**config.mk**
```make
export PLATFORM = sky130hd
export DESIGN_NAME = vz_saver_flat
export DESIGN_NICKNAME = d
export VERILOG_FILES = /design/src/rtl/vz_saver_pkg.sv /design/src/rtl/vz_saver_if.sv /design/src/rtl/vz_saver_header_gen.sv /design/src/rtl/vz_saver.sv /design/src/flat_wrapper.sv
export SDC_FILE = /design/constraint.sdc
export NUM_CORES = 1
export LEC_CHECK = 0
export ABC_CLOCK_PERIOD_IN_PS = 10950
export CAP_MARGIN = 15
export CORE_MARGIN = 2
export CORE_UTILIZATION = 54
export DETAILED_ROUTE_END_ITERATION = 16
export HOLD_SLACK_MARGIN = 0.06
export PLACE_DENSITY = 0.93
export SLEW_MARGIN = 20
export SYNTH_ARGS = -nofsm -noshare
export SYNTH_HDL_FRONTEND = slang
export SYNTH_SLANG_ARGS = --single-unit
```
**constraint.sdc**
```tcl
create_clock -name I_CLK -period 10.95 [get_ports I_CLK]
set_input_delay 2.19 -clock I_CLK [delete_from_list [all_inputs] [get_ports I_CLK]]
set_output_delay 2.19 -clock I_CLK [all_outputs]
set_load 0.05 [all_outputs]
```
**src/rtl/vz_saver_pkg.sv**
```systemverilog
// Shared constants and state type for the VZ file saver.
package vz_pkg;
    localparam logic [7:0]  VZ_BASIC          = 8'hF0;
    localparam logic [7:0]  VZ_MCODE          = 8'hF1;
    localparam int          HDR_LEN           = 24;
    localparam logic [7:0]  VZ_MAGIC0         = 8'h56;  // 'V'
    localparam logic [7:0]  VZ_MAGIC1         = 8'h5A;  // 'Z'
    localparam logic [7:0]  VZ_MAGIC2         = 8'h46;  // 'F'
    localparam logic [7:0]  VZ_MAGIC3         = 8'h30;  // '0'
    localparam logic [15:0] ADDR_BAS_START_LO = 16'h78A4;
    localparam logic [15:0] ADDR_BAS_END_LO   = 16'h78F9;
    localparam logic [15:0] MAX_BODY_LEN      = 16'hFFE7;

    typedef enum logic [2:0] {
        S_IDLE,
        S_PTR,
        S_CHECK,
        S_HDR,
        S_BODY,
        S_FIN
    } vz_save_state_t;
endpackage

```
**src/rtl/vz_saver_if.sv**
```systemverilog
// Control, RAM read port and byte-stream sink of the VZ saver.
interface vz_saver_if;
    logic         save_go;
    logic         save_abort;
    logic         mode_mcode;
    logic [15:0]  mc_start;
    logic [15:0]  mc_end;
    logic [127:0] file_name;
    logic [15:0]  mem_addr;
    logic         mem_rd;
    logic [7:0]   mem_data;
    logic [7:0]   out_data;
    logic [15:0]  out_addr;
    logic         out_valid;
    logic         out_ready;
    logic         out_last;
    logic         busy;
    logic         done;
    logic         error;

    modport master (
        output save_go, save_abort, mode_mcode, mc_start, mc_end, file_name,
               mem_data, out_ready,
        input  mem_addr, mem_rd, out_data, out_addr, out_valid, out_last,
               busy, done, error
    );

    modport slave (
        input  save_go, save_abort, mode_mcode, mc_start, mc_end, file_name,
               mem_data, out_ready,
        output mem_addr, mem_rd, out_data, out_addr, out_valid, out_last,
               busy, done, error
    );
endinterface

```
**src/rtl/vz_saver_header_gen.sv**
```systemverilog
// Combinational selector for the 24-byte .VZ header: magic, name, pad, type, start address.
module vz_header_gen
    import vz_pkg::*;
(
    input  logic [4:0]   i_offset,
    input  logic [127:0] i_name,
    input  logic [7:0]   i_type,
    input  logic [15:0]  i_start,
    output logic [7:0]   o_byte
);
    logic [4:0] w_name_idx;

    assign w_name_idx = i_offset - 5'd4;

    always_comb begin
        o_byte = 8'h00;
        case (i_offset)
            5'd0:    o_byte = VZ_MAGIC0;
            5'd1:    o_byte = VZ_MAGIC1;
            5'd2:    o_byte = VZ_MAGIC2;
            5'd3:    o_byte = VZ_MAGIC3;
            5'd21:   o_byte = i_type;
            5'd22:   o_byte = i_start[7:0];
            5'd23:   o_byte = i_start[15:8];
            default: begin
                if (i_offset >= 5'd4 && i_offset <= 5'd19)
                    o_byte = i_name[{w_name_idx[3:0], 3'b000} +: 8];
            end
        endcase
    end
endmodule

```
**src/rtl/vz_saver.sv**
```systemverilog
// Reads a program image from RAM and streams it out as a .VZ file, one byte at a time.
// States: IDLE wait | PTR read BASIC pointers | CHECK range | HDR header | BODY image | FIN done
module vz_saver
    import vz_pkg::*;
#(
    parameter int MEM_LAT = 1
) (
    input  logic         I_CLK,
    input  logic         I_RST,
    vz_saver_if.slave    bus
);
    localparam int LAT_W = $clog2(MEM_LAT + 1);

    vz_save_state_t r_state, w_next;

    logic             r_mode;
    logic [127:0]     r_name;
    logic [15:0]      r_start, r_end, r_cur_addr, r_off;
    logic [1:0]       r_ptr_idx;
    logic             r_inflight;
    logic [LAT_W-1:0] r_lat;
    logic [7:0]       r_od;
    logic [15:0]      r_oa;
    logic             r_ov, r_olast, r_err;

    logic        w_rd, w_cap, w_acc, w_go, w_bad;
    logic [15:0] w_body_len, w_ptr_addr;
    logic [7:0]  w_type, w_hdr_byte;

    assign w_go       = bus.save_go && !bus.save_abort;
    assign w_cap      = r_inflight && (r_lat == LAT_W'(1));
    assign w_acc      = r_ov && bus.out_ready;
    assign w_body_len = r_end - r_start;
    assign w_bad      = (r_end < r_start) || (w_body_len > MAX_BODY_LEN);
    assign w_type     = r_mode ? VZ_MCODE : VZ_BASIC;

    always_comb begin
        case (r_ptr_idx)
            2'd0:    w_ptr_addr = ADDR_BAS_START_LO;
            2'd1:    w_ptr_addr = ADDR_BAS_START_LO + 16'd1;
            2'd2:    w_ptr_addr = ADDR_BAS_END_LO;
            default: w_ptr_addr = ADDR_BAS_END_LO + 16'd1;
        endcase
    end

    vz_header_gen u_hdr (
        .i_offset (r_off[4:0]),
        .i_name   (r_name),
        .i_type   (w_type),
        .i_start  (r_start),
        .o_byte   (w_hdr_byte)
    );

    always_ff @(posedge I_CLK or posedge I_RST) begin
        if (I_RST) r_state <= S_IDLE;
        else       r_state <= w_next;
    end

    always_comb begin
        w_next = r_state;
        case (r_state)
            S_IDLE:  if (w_go) w_next = bus.mode_mcode ? S_CHECK : S_PTR;
            S_PTR:   if (w_cap && r_ptr_idx == 2'd3) w_next = S_CHECK;
            S_CHECK: w_next = w_bad ? S_IDLE : S_HDR;
            S_HDR:   if (w_acc && r_oa == 16'(HDR_LEN - 1)) w_next = r_olast ? S_FIN : S_BODY;
            S_BODY:  if (w_acc && r_olast) w_next = S_FIN;
            S_FIN:   w_next = S_IDLE;
            default: w_next = S_IDLE;
        endcase
        if (bus.save_abort) w_next = S_IDLE;
    end

    // Reads are strobed combinationally; BODY waits for the held byte to drain first.
    always_comb begin
        w_rd         = 1'b0;
        bus.mem_addr = 16'h0000;
        case (r_state)
            S_PTR:   w_rd = !r_inflight;
            S_BODY:  w_rd = !r_inflight && !r_ov;
            default: w_rd = 1'b0;
        endcase
        if (w_rd) bus.mem_addr = (r_state == S_PTR) ? w_ptr_addr : r_cur_addr;
        bus.busy = (r_state != S_IDLE) && (r_state != S_FIN);
        bus.done = (r_state == S_FIN);
    end

    assign bus.mem_rd    = w_rd;
    assign bus.out_data  = r_od;
    assign bus.out_addr  = r_oa;
    assign bus.out_valid = r_ov;
    assign bus.out_last  = r_olast;
    assign bus.error     = r_err;

    always_ff @(posedge I_CLK or posedge I_RST) begin
        if (I_RST) begin
            r_mode     <= 1'b0;
            r_name     <= '0;
            r_start    <= '0;
            r_end      <= '0;
            r_cur_addr <= '0;
            r_off      <= '0;
            r_ptr_idx  <= '0;
            r_inflight <= 1'b0;
            r_lat      <= '0;
            r_od       <= '0;
            r_oa       <= '0;
            r_ov       <= 1'b0;
            r_olast    <= 1'b0;
            r_err      <= 1'b0;
        end else begin
            r_err <= 1'b0;
            if (bus.save_abort) begin
                r_ov       <= 1'b0;
                r_olast    <= 1'b0;
                r_inflight <= 1'b0;
            end else begin
                if (w_rd) begin
                    r_inflight <= 1'b1;
                    r_lat      <= LAT_W'(MEM_LAT);
                end else if (w_cap) begin
                    r_inflight <= 1'b0;
                end else if (r_inflight) begin
                    r_lat <= r_lat - LAT_W'(1);
                end

                case (r_state)
                    S_IDLE: begin
                        if (w_go) begin
                            r_mode     <= bus.mode_mcode;
                            r_name     <= bus.file_name;
                            r_start    <= bus.mc_start;
                            r_end      <= bus.mc_end;
                            r_off      <= '0;
                            r_ptr_idx  <= '0;
                            r_cur_addr <= '0;
                        end
                    end
                    S_PTR: begin
                        if (w_cap) begin
                            case (r_ptr_idx)
                                2'd0:    r_start[7:0]  <= bus.mem_data;
                                2'd1:    r_start[15:8] <= bus.mem_data;
                                2'd2:    r_end[7:0]    <= bus.mem_data;
                                default: r_end[15:8]   <= bus.mem_data;
                            endcase
                            r_ptr_idx <= r_ptr_idx + 2'd1;
                        end
                    end
                    S_CHECK: begin
                        r_cur_addr <= r_start;
                        r_err      <= w_bad;
                    end
                    S_HDR: begin
                        if ((!r_ov || w_acc) && r_off < 16'(HDR_LEN)) begin
                            r_od    <= w_hdr_byte;
                            r_oa    <= r_off;
                            r_ov    <= 1'b1;
                            r_olast <= (r_off == 16'(HDR_LEN - 1)) && (r_end == r_start);
                            r_off   <= r_off + 16'd1;
                        end else if (w_acc) begin
                            r_ov    <= 1'b0;
                            r_olast <= 1'b0;
                        end
                    end
                    S_BODY: begin
                        if (w_cap) begin
                            r_od       <= bus.mem_data;
                            r_oa       <= r_off;
                            r_ov       <= 1'b1;
                            r_olast    <= (r_cur_addr + 16'd1 == r_end);
                            r_off      <= r_off + 16'd1;
                            r_cur_addr <= r_cur_addr + 16'd1;
                        end else if (w_acc) begin
                            r_ov    <= 1'b0;
                            r_olast <= 1'b0;
                        end
                    end
                    default: ;
                endcase
            end
        end
    end
endmodule

```
**src/flat_wrapper.sv**
```systemverilog
// flat-port wrapper written by rule: the top's interface ports become plain ports
module vz_saver_flat import vz_pkg::*;
#(
    parameter int MEM_LAT = 1
)
  (I_CLK, I_RST, bus_save_go, bus_save_abort, bus_mode_mcode, bus_mc_start, bus_mc_end, bus_file_name, bus_mem_data, bus_out_ready, bus_mem_addr, bus_mem_rd, bus_out_data, bus_out_addr, bus_out_valid, bus_out_last, bus_busy, bus_done, bus_error);
  vz_saver_if bus_i ();
  input  logic I_CLK;
  input  logic I_RST;
  input wire logic [$bits(bus_i.save_go)-1:0] bus_save_go;
  input wire logic [$bits(bus_i.save_abort)-1:0] bus_save_abort;
  input wire logic [$bits(bus_i.mode_mcode)-1:0] bus_mode_mcode;
  input wire logic [$bits(bus_i.mc_start)-1:0] bus_mc_start;
  input wire logic [$bits(bus_i.mc_end)-1:0] bus_mc_end;
  input wire logic [$bits(bus_i.file_name)-1:0] bus_file_name;
  input wire logic [$bits(bus_i.mem_data)-1:0] bus_mem_data;
  input wire logic [$bits(bus_i.out_ready)-1:0] bus_out_ready;
  output wire logic [$bits(bus_i.mem_addr)-1:0] bus_mem_addr;
  output wire logic [$bits(bus_i.mem_rd)-1:0] bus_mem_rd;
  output wire logic [$bits(bus_i.out_data)-1:0] bus_out_data;
  output wire logic [$bits(bus_i.out_addr)-1:0] bus_out_addr;
  output wire logic [$bits(bus_i.out_valid)-1:0] bus_out_valid;
  output wire logic [$bits(bus_i.out_last)-1:0] bus_out_last;
  output wire logic [$bits(bus_i.busy)-1:0] bus_busy;
  output wire logic [$bits(bus_i.done)-1:0] bus_done;
  output wire logic [$bits(bus_i.error)-1:0] bus_error;
  assign bus_i.save_go = bus_save_go;
  assign bus_i.save_abort = bus_save_abort;
  assign bus_i.mode_mcode = bus_mode_mcode;
  assign bus_i.mc_start = bus_mc_start;
  assign bus_i.mc_end = bus_mc_end;
  assign bus_i.file_name = bus_file_name;
  assign bus_i.mem_data = bus_mem_data;
  assign bus_i.out_ready = bus_out_ready;
  assign bus_mem_addr = bus_i.mem_addr;
  assign bus_mem_rd = bus_i.mem_rd;
  assign bus_out_data = bus_i.out_data;
  assign bus_out_addr = bus_i.out_addr;
  assign bus_out_valid = bus_i.out_valid;
  assign bus_out_last = bus_i.out_last;
  assign bus_busy = bus_i.busy;
  assign bus_done = bus_i.done;
  assign bus_error = bus_i.error;
  vz_saver #(.MEM_LAT(MEM_LAT)) u_core (.I_CLK(I_CLK), .I_RST(I_RST), .bus(bus_i));
endmodule
```
==> results of run 1 <==
## final timing paths
check	start	end	depth (start not counted)
worst min register to register	u_core.bus.out_data[7]	u_core.bus.out_data[7]	2
min in group asynchronous	I_RST	u_core.r_name[98]	2
max in group asynchronous	I_RST	u_core.r_off[1]	3
worst max-delay path	u_core.r_state[0]	bus_mem_addr[3]	8
worst min-delay path	u_core.bus.out_data[7]	u_core.bus.out_data[7]	2
worst max register to register	u_core.r_off[1]	u_core.bus.out_last	8
## state kept, by name, summed over array words and instances, names as in the netlist, 2 cells and up
name,cells
u_core.r_cur_addr,16
u_core.r_ptr_idx,2
u_core.bus.out_data,8
u_core.r_name,128
u_core.r_off,16
u_core.r_state,3
u_core.r_start,16
u_core.bus.out_addr,16
u_core.r_end,16
## cell usage after synthesis (all sizes together) (4+ instances only)
library cell	number	area [um2]
a31oi	5	31.3
ha	29	363
o21a	7	52.6
nand4	18	113
xor2	12	105
nor2b	7	43.8
mux4	40	931
mux2	130	1460
nor3b	4	30.0
o31ai	5	37.5
nand2b	7	43.8
o211ai	5	37.5
and3	17	116
a211oi	21	158
a22oi	8	60.1
clkbuf	51	191
nor4	10	62.6
nand3	23	115
o21ai	74	370
buf	22	123
o22ai	5	31.3
dfrtp	227	5680
xnor2	22	193
and2	8	50.1
a21oi	88	444
nand2	110	413
inv	44	165
nor3	23	115
a21o	6	45.0
nor2	75	282
## cells by family after synthesis
logic type | after synthesis | synth area share
mux | 173 | 0.195
buf+inv | 117 | 0.0386
fa+ha+maj | 30 | 0.0308
flops | 227 | 0.457
xor+xnor | 35 | 0.0258
simple gates | 317 | 0.122
compound gates | 259 | 0.131
## metal layers
metal  GRT usage  routed length (um)  up-vias
met4       0.107                1420        0
li1            -                   -     4596
met3      0.0769                3740       89
met5           0                   0        -
met1       0.391               13800     5083
met2       0.523               18000      565
## where the power goes
| group | switching (W) | internal, W |
|---|---|---|
| registers | 0.000324 | 0.00118 |
| logic | 0.000943 | 0.000866 |
| clock network | 0.000343 | 0.000498 |
| total | 0.00161 | 0.00255 |
## area by class of cell
type / instances / area [um2]
Sequential cell: 227 / 5680
Clock inverter: 6 / 88.8
Clock buffer: 36 / 717
Multi-Input combinational cell: 814 / 6290
Timing Repair Buffer: 232 / 2290
Tap cell: 285 / 357
Fill cell: 1592 / 7040
Inverter: 44 / 173
## worst min-delay path, stage by stage, from the launching register on
cell     delay, ns
dfrtp_1       0.35
nand2_1       0.05
o21ai_0       0.06
## per-stage QoR
step	instance area, um2	hold WS, ns
after detailed placement	14800	0.480
after global routing	15600	0.511
final	15600	0.495
after CTS	15600	0.493
after floorplan	12400	0.472
after global placement	14800	0.469
==> results.tsv, run 1 <==
stage	metric	value	unit
run_status	status	finished clean	
clocking	CTS tree	built	
timing	fmax	0.157	GHz
clocking	H-tree Lvls	1	
synthesis	Synth cell types	69	
synthesis	Syn Inst Count	1158	
pwr	Tot Pwr	0.00416	W
route	routed via count	10300	
clocking	clk root buf	clkbuf_16	
place	Setup WS pre-CTS	5.23	ns
flow_run	Max-Cap Viols	0	
place	routability congestion estimate	0.999	
place	# placed instances	1602	
synthesis	synthesized flop and latch total	227	
pwr	LEAKAGE	6.38	nW
worst_setup_path	Crit path buffers/inverters	2	
clocking	CTS Hold Bufs	0	
route	Starting DRT DRC Count	1108	
synthesis	syn_nets	1362	
finish	commonest non-fill, non-tap cell in the layout	dfrtp_1	
floorplanning	die area	24200	um2
worst_setup_path	Worst setup SP type	flip-flop	
timing	Final Skew	0.00665	ns
hold_path	Hold Crit Class	reg2reg	
worst_setup_path	Worst Path Required	8.76	ns
finish	Final #Nets	1548	
timing	Hold Violations, Final	0	
grt	initial antenna violation count	0	
worst_setup_path	CP arrival	4.16	ns
grt	first-pass GRT wire length	58100	um
route	first drt pass iteration count	5	
finish	commonest cells after routing, fill and taps aside	225 x dfrtp_1, 219 x clkdlybuf4s50_1, 130 x mux2_2, 110 x nand2_1, 87 x a21oi_1	
floorplanning	DIE HEIGHT	156	um
floorplanning	Die Wd	156	um
finish	Area Overhead vs Synth	25.6	%
worst_setup_path	critical path's top delay family	simple AND/OR/NAND/NOR gates	
timing	RSZ-0062 raised after global routing	false	
worst_setup_path	FF-to-FF setup slack	7.38	ns
timing	slew margin rel.	0.278	
clocking	clk buf depth	3	
worst_setup_path	max incr delay on CP	0.82	ns
finish	layout cells sized above 1	0.168	
place	dpl hpwl	27100	um
pwr	Worst VDD drop	170	uV
timing	setup_tns	0	ns
worst_setup_path	Worst Path Max Fanout	31	
timing	pins over their slew limit	0	
clocking	CTS sink count	227	
clocking	setup repair bufs after CTS	0	
finish	Util after Layout	0.689	
synthesis	Synth Warn #	0	
synthesis	Top FF cell, synth	dfrtp_1	
synthesis	Syn Area/Cell	10.7	um2
timing	Final WS setup	4.60	ns
synthesis	ys async rst share	1.00	
finish	fin cells	1644	
clocking	post_cts resized	0	
synthesis	Post-synth EDFFs	0	
route	routed len/inst	22.5	um
pwr	P per Cell Area	267	nW/um2
synthesis	Cell Area, Synth	12400	um2
route	DRC viols	0	
synthesis	register area share after synthesis	0.457	
route	Vias per Instance	6.29	
route	ANT nets after route	0	
clocking	CTS Buf Count	25	
clocking	clk_lat worst skew	0.53	ns
grt	vias in the first global route	10400	
route	Final Routed Wirelength	37000	um
grt	Remaining Overflow, GRT	0	
clocking	clock-pin slew on the worst setup and hold paths	0.06	ns
worst_setup_path	crit path max-delay cell type	clkdlybuf4s50_1	
timing	Tmin final	6.35	ns
floorplanning	# rows	55	
timing	Final Cycle Share	0.580	
floorplanning	Starting Density	0.549	
grt	global router's overall resource usage	0.309	
grt	largest net degree at the start of global routing	86	
worst_setup_path	CP Class	reg2out	
floorplanning	total core area	22600	um2
timing	Worst-Margin Slew	1.08	ns
worst_setup_path	crit-path cells	nor2_1 > nand2_1 > o21ai_0 > nand2b_1 > inv_1 > o31ai_1 > a21oi_1 > clkdlybuf4s50_1	
place	IO buf count	219	
timing	# setup viols final	0	
floorplanning	Ports	220	
finish	number of diodes	0	
worst_setup_path	Critical Path End Type	primary output	
No activity file was read; power rests on OpenSTA's default activity.
==> run 2, diff against run 1 <==
--- a/config.mk
+++ b/config.mk
@@ -5,13 +5,13 @@
 export SDC_FILE = /design/constraint.sdc
 export NUM_CORES = 1
 export LEC_CHECK = 0
-export ABC_CLOCK_PERIOD_IN_PS = 10950
+export ABC_CLOCK_PERIOD_IN_PS = 5400
 export CAP_MARGIN = 15
 export CORE_MARGIN = 2
-export CORE_UTILIZATION = 54
+export CORE_UTILIZATION = 48
 export DETAILED_ROUTE_END_ITERATION = 16
 export HOLD_SLACK_MARGIN = 0.06
-export PLACE_DENSITY = 0.93
+export PLACE_DENSITY = 0.88
 export SLEW_MARGIN = 20
 export SYNTH_ARGS = -nofsm -noshare
 export SYNTH_HDL_FRONTEND = slang
==> constraint.sdc (replaced) <==
create_clock -name I_CLK -period 5.4 [get_ports I_CLK]
set_input_delay 1.08 -clock I_CLK [delete_from_list [all_inputs] [get_ports I_CLK]]
set_output_delay 1.08 -clock I_CLK [all_outputs]
set_load 0.05 [all_outputs]
==> run 2 against run 1 <==
Net effect: cell area grew 0.99%; register-to-register slack lost 5.5 ns; core utilization shrank 6.7 points; global-route usage shrank 3.7 points; routed wire length shrank 0.84%; setup slack lost 4.2 ns; sequential share of layout area shrank 0.36 points; die area grew 12%.
==> results.tsv, run 2 (synthesis gave the netlist of run 1 again) <==
stage	metric	value	unit	change
run_status	status	finished clean		unchanged
floorplanning	DIE HEIGHT	165	um	was 156 um
pwr	combinational power share	0.428		was 0.435
grt	first-pass GRT wire length	56900	um	was 58100 um
timing	pins over their slew limit	0		unchanged
floorplanning	# rows	58		was 55
timing	Worst-Margin Slew	0.981	ns	was 1.08 ns
hold_path	worst hold endpoint	u_core.bus.out_addr[2]		was u_core.bus.out_data[7]
floorplanning	total core area	25300	um2	was 22600 um2
place	routability congestion estimate	0.992		was 0.999
worst_setup_path	CP Class	reg2out		unchanged
finish	Most flops, register	u_core.r_name		unchanged
timing	Final WS setup	0.425	ns	was 4.60 ns
route	routed len/inst	21.7	um	was 22.5 um
floorplanning	Die Wd	165	um	was 156 um
pwr	P per Cell Area	539	nW/um2	was 267 nW/um2
timing	Hold Violations, Final	0		unchanged
worst_setup_path	R2R Path End	u_core.bus.out_last		unchanged
place	Setup WS pre-CTS	1.01	ns	was 5.23 ns
grt	initial antenna violation count	0		unchanged
timing	RSZ-0062 raised after global routing	false		unchanged
clocking	post_cts resized	0		unchanged
route	DRC viols	0		unchanged
pwr	Clock Power Share	0.212		was 0.202
pwr	LEAKAGE	6.43	nW	was 6.38 nW
clocking	CTS Hold Bufs	0		unchanged
clocking	H-tree Lvls	1		unchanged
finish	commonest non-fill, non-tap cell in the layout	dfrtp_1		unchanged
finish	max reg flops	128		unchanged
clocking	CTS sink count	227		unchanged
route	ANT nets after route	0		unchanged
hold_path	Hold Path Depth	2		unchanged
clocking	CTS Buf Count	25		unchanged
pwr	Flop pwr share	0.360		was 0.363
route	Vias per Instance	6.02		was 6.29
pwr	internal power	0.00526	W	was 0.00255 W
finish	layout cells sized above 1	0.172		was 0.168
clocking	clk buf depth	3		unchanged
finish	Final #Nets	1549		was 1548
route	Starting DRT DRC Count	802		was 1108
hold_path	Hold Crit Class	reg2reg		unchanged
timing	setup_tns	0	ns	unchanged
clocking	clk_lat worst skew	0.54	ns	was 0.53 ns
flow_run	Max-Cap Viols	0		unchanged
timing	Tmin final	4.97	ns	
route	routed via count	10200		was 10300
route	first drt pass iteration count	6		was 5
place	dpl hpwl	26900	um	was 27100 um
route	Final Routed Wirelength	36700	um	was 37000 um
timing	slew margin rel.	0.346		was 0.278
clocking	clk root buf	clkbuf_16		unchanged
pwr	Psw	0.00324	W	was 0.00161 W
worst_setup_path	Worst Path Max Fanout	43		was 31
worst_setup_path	Reg2Reg Depth	8		unchanged
worst_setup_path	Worst Path Required	4.32	ns	was 8.76 ns
finish	number of diodes	0		unchanged
floorplanning	Ports	220		unchanged
floorplanning	die area	27200	um2	was 24200 um2
timing	fmax	0.201	GHz	
clocking	CTS tree	built		unchanged
clocking	setup repair bufs after CTS	0		unchanged
worst_setup_path	Worst setup SP type	flip-flop		unchanged
hold_path	worst hold start	u_core.bus.out_addr[2]		was u_core.bus.out_data[7]
grt	largest net degree at the start of global routing	129		was 86
place	IO buf count	219		unchanged
worst_setup_path	Critical Path End Type	primary output		unchanged
floorplanning	Starting Density	0.491		was 0.549
timing	Final Skew	0.0108	ns	was 0.00665 ns
worst_setup_path	CP arrival	3.89	ns	was 4.16 ns
finish	multi-input logic area	6300	um2	was 6290 um2
grt	vias in the first global route	10300		was 10400
grt	Remaining Overflow, GRT	0		unchanged
finish	Area Overhead vs Synth	26.8	%	was 25.6%
clocking	clock-pin slew on the worst setup and hold paths	0.06	ns	about the same
timing	# setup viols final	0		unchanged
worst_setup_path	FF-to-FF setup slack	1.86	ns	was 7.38 ns
pwr	Worst VDD drop	337	uV	was 170 uV
pwr	Sw Share	0.382		was 0.387
finish	# fillers	1950		was 1592
finish	commonest cells after routing, fill and taps aside	225 x dfrtp_1, 219 x clkdlybuf4s50_1, 130 x mux2_2, 110 x nand2_1, 87 x a21oi_1		unchanged
timing	Final Cycle Share	0.921		
finish	FF/Latch Area	5680	um2	unchanged
grt	global router's overall resource usage	0.273		was 0.309
worst_setup_path	Critical R2R Launch	u_core.r_off[1]		unchanged
## run 2: cell count changes in the layout (fill, tap and decap cells not counted), sizes merged
cell,delta
inv,-1
bufinv,+2
clkinv,+6
clkbuf,-3
buf,+1
clkinvlp,-1
## run 2: metal layers
| metal | GRT usage | wire [um] |
|---|---|---|
| met5 | 0 | 0 |
| met4 | 0.110 | 1770 |
| met3 | 0.0791 | 3830 |
| met2 | 0.449 | 17200 |
| met1 | 0.338 | 13900 |
## run 2: through the flow
step           cells  hold slack (ns)  total power [W]  area [um2]  utilization
2_1_floorplan   1158            0.472          0.00551       12400            -
6_report        1693            0.495          0.00850       15800        0.622
3_3_place_gp    1648            0.470          0.00651       14900        0.588
5_1_grt         1693            0.512          0.00897       15800        0.622
3_5_place_dp    1648            0.482          0.00664       14900        0.588
4_1_cts         1693            0.497          0.00849       15700        0.622
## run 2: power groups by stage
| stage | combinational (W) | clock (W) | sequential, W |
|---|---|---|---|
| floorplan | 0.00269 | 0 | 0.00282 |
| detailed placement | 0.00359 | 0 | 0.00305 |
| finish | 0.00364 | 0.00180 | 0.00306 |
| CTS | 0.00362 | 0.00183 | 0.00304 |
| global placement | 0.00351 | 0 | 0.00300 |
| global route | 0.00395 | 0.00190 | 0.00312 |
## run 2: area by class of cell
class	count	area share
multi-input cells	814	0.400
clock buffers	33	0.0442
inverters	44	0.0107
clock inverters	12	0.0104
repair buffers	233	0.148
well taps	330	0.0262
flip-flops and latches	227	0.361
## run 2: critical path, stage by stage (launching register included)
cell and delay (ns):
dfrtp_1 0.67, or3b_2 0.87, o21ai_0 0.25, nand2b_1 0.30, inv_1 0.16, o31ai_1 0.12, a21oi_1 0.17, clkdlybuf4s50_1 0.82
## run 2: how the worst max path moves through the flow
stage,startpoint,endpoint,cells after the start
floorplan,I_RST,u_core.bus.error,1
CTS,u_core.r_state[0],bus_mem_addr[3],7
global route,u_core.r_state[0],bus_mem_addr[3],7
finish,u_core.r_state[0],bus_mem_addr[3],7
global placement,u_core.r_state[0],bus_mem_addr[3],7
detailed placement,u_core.r_state[0],bus_mem_addr[3],7
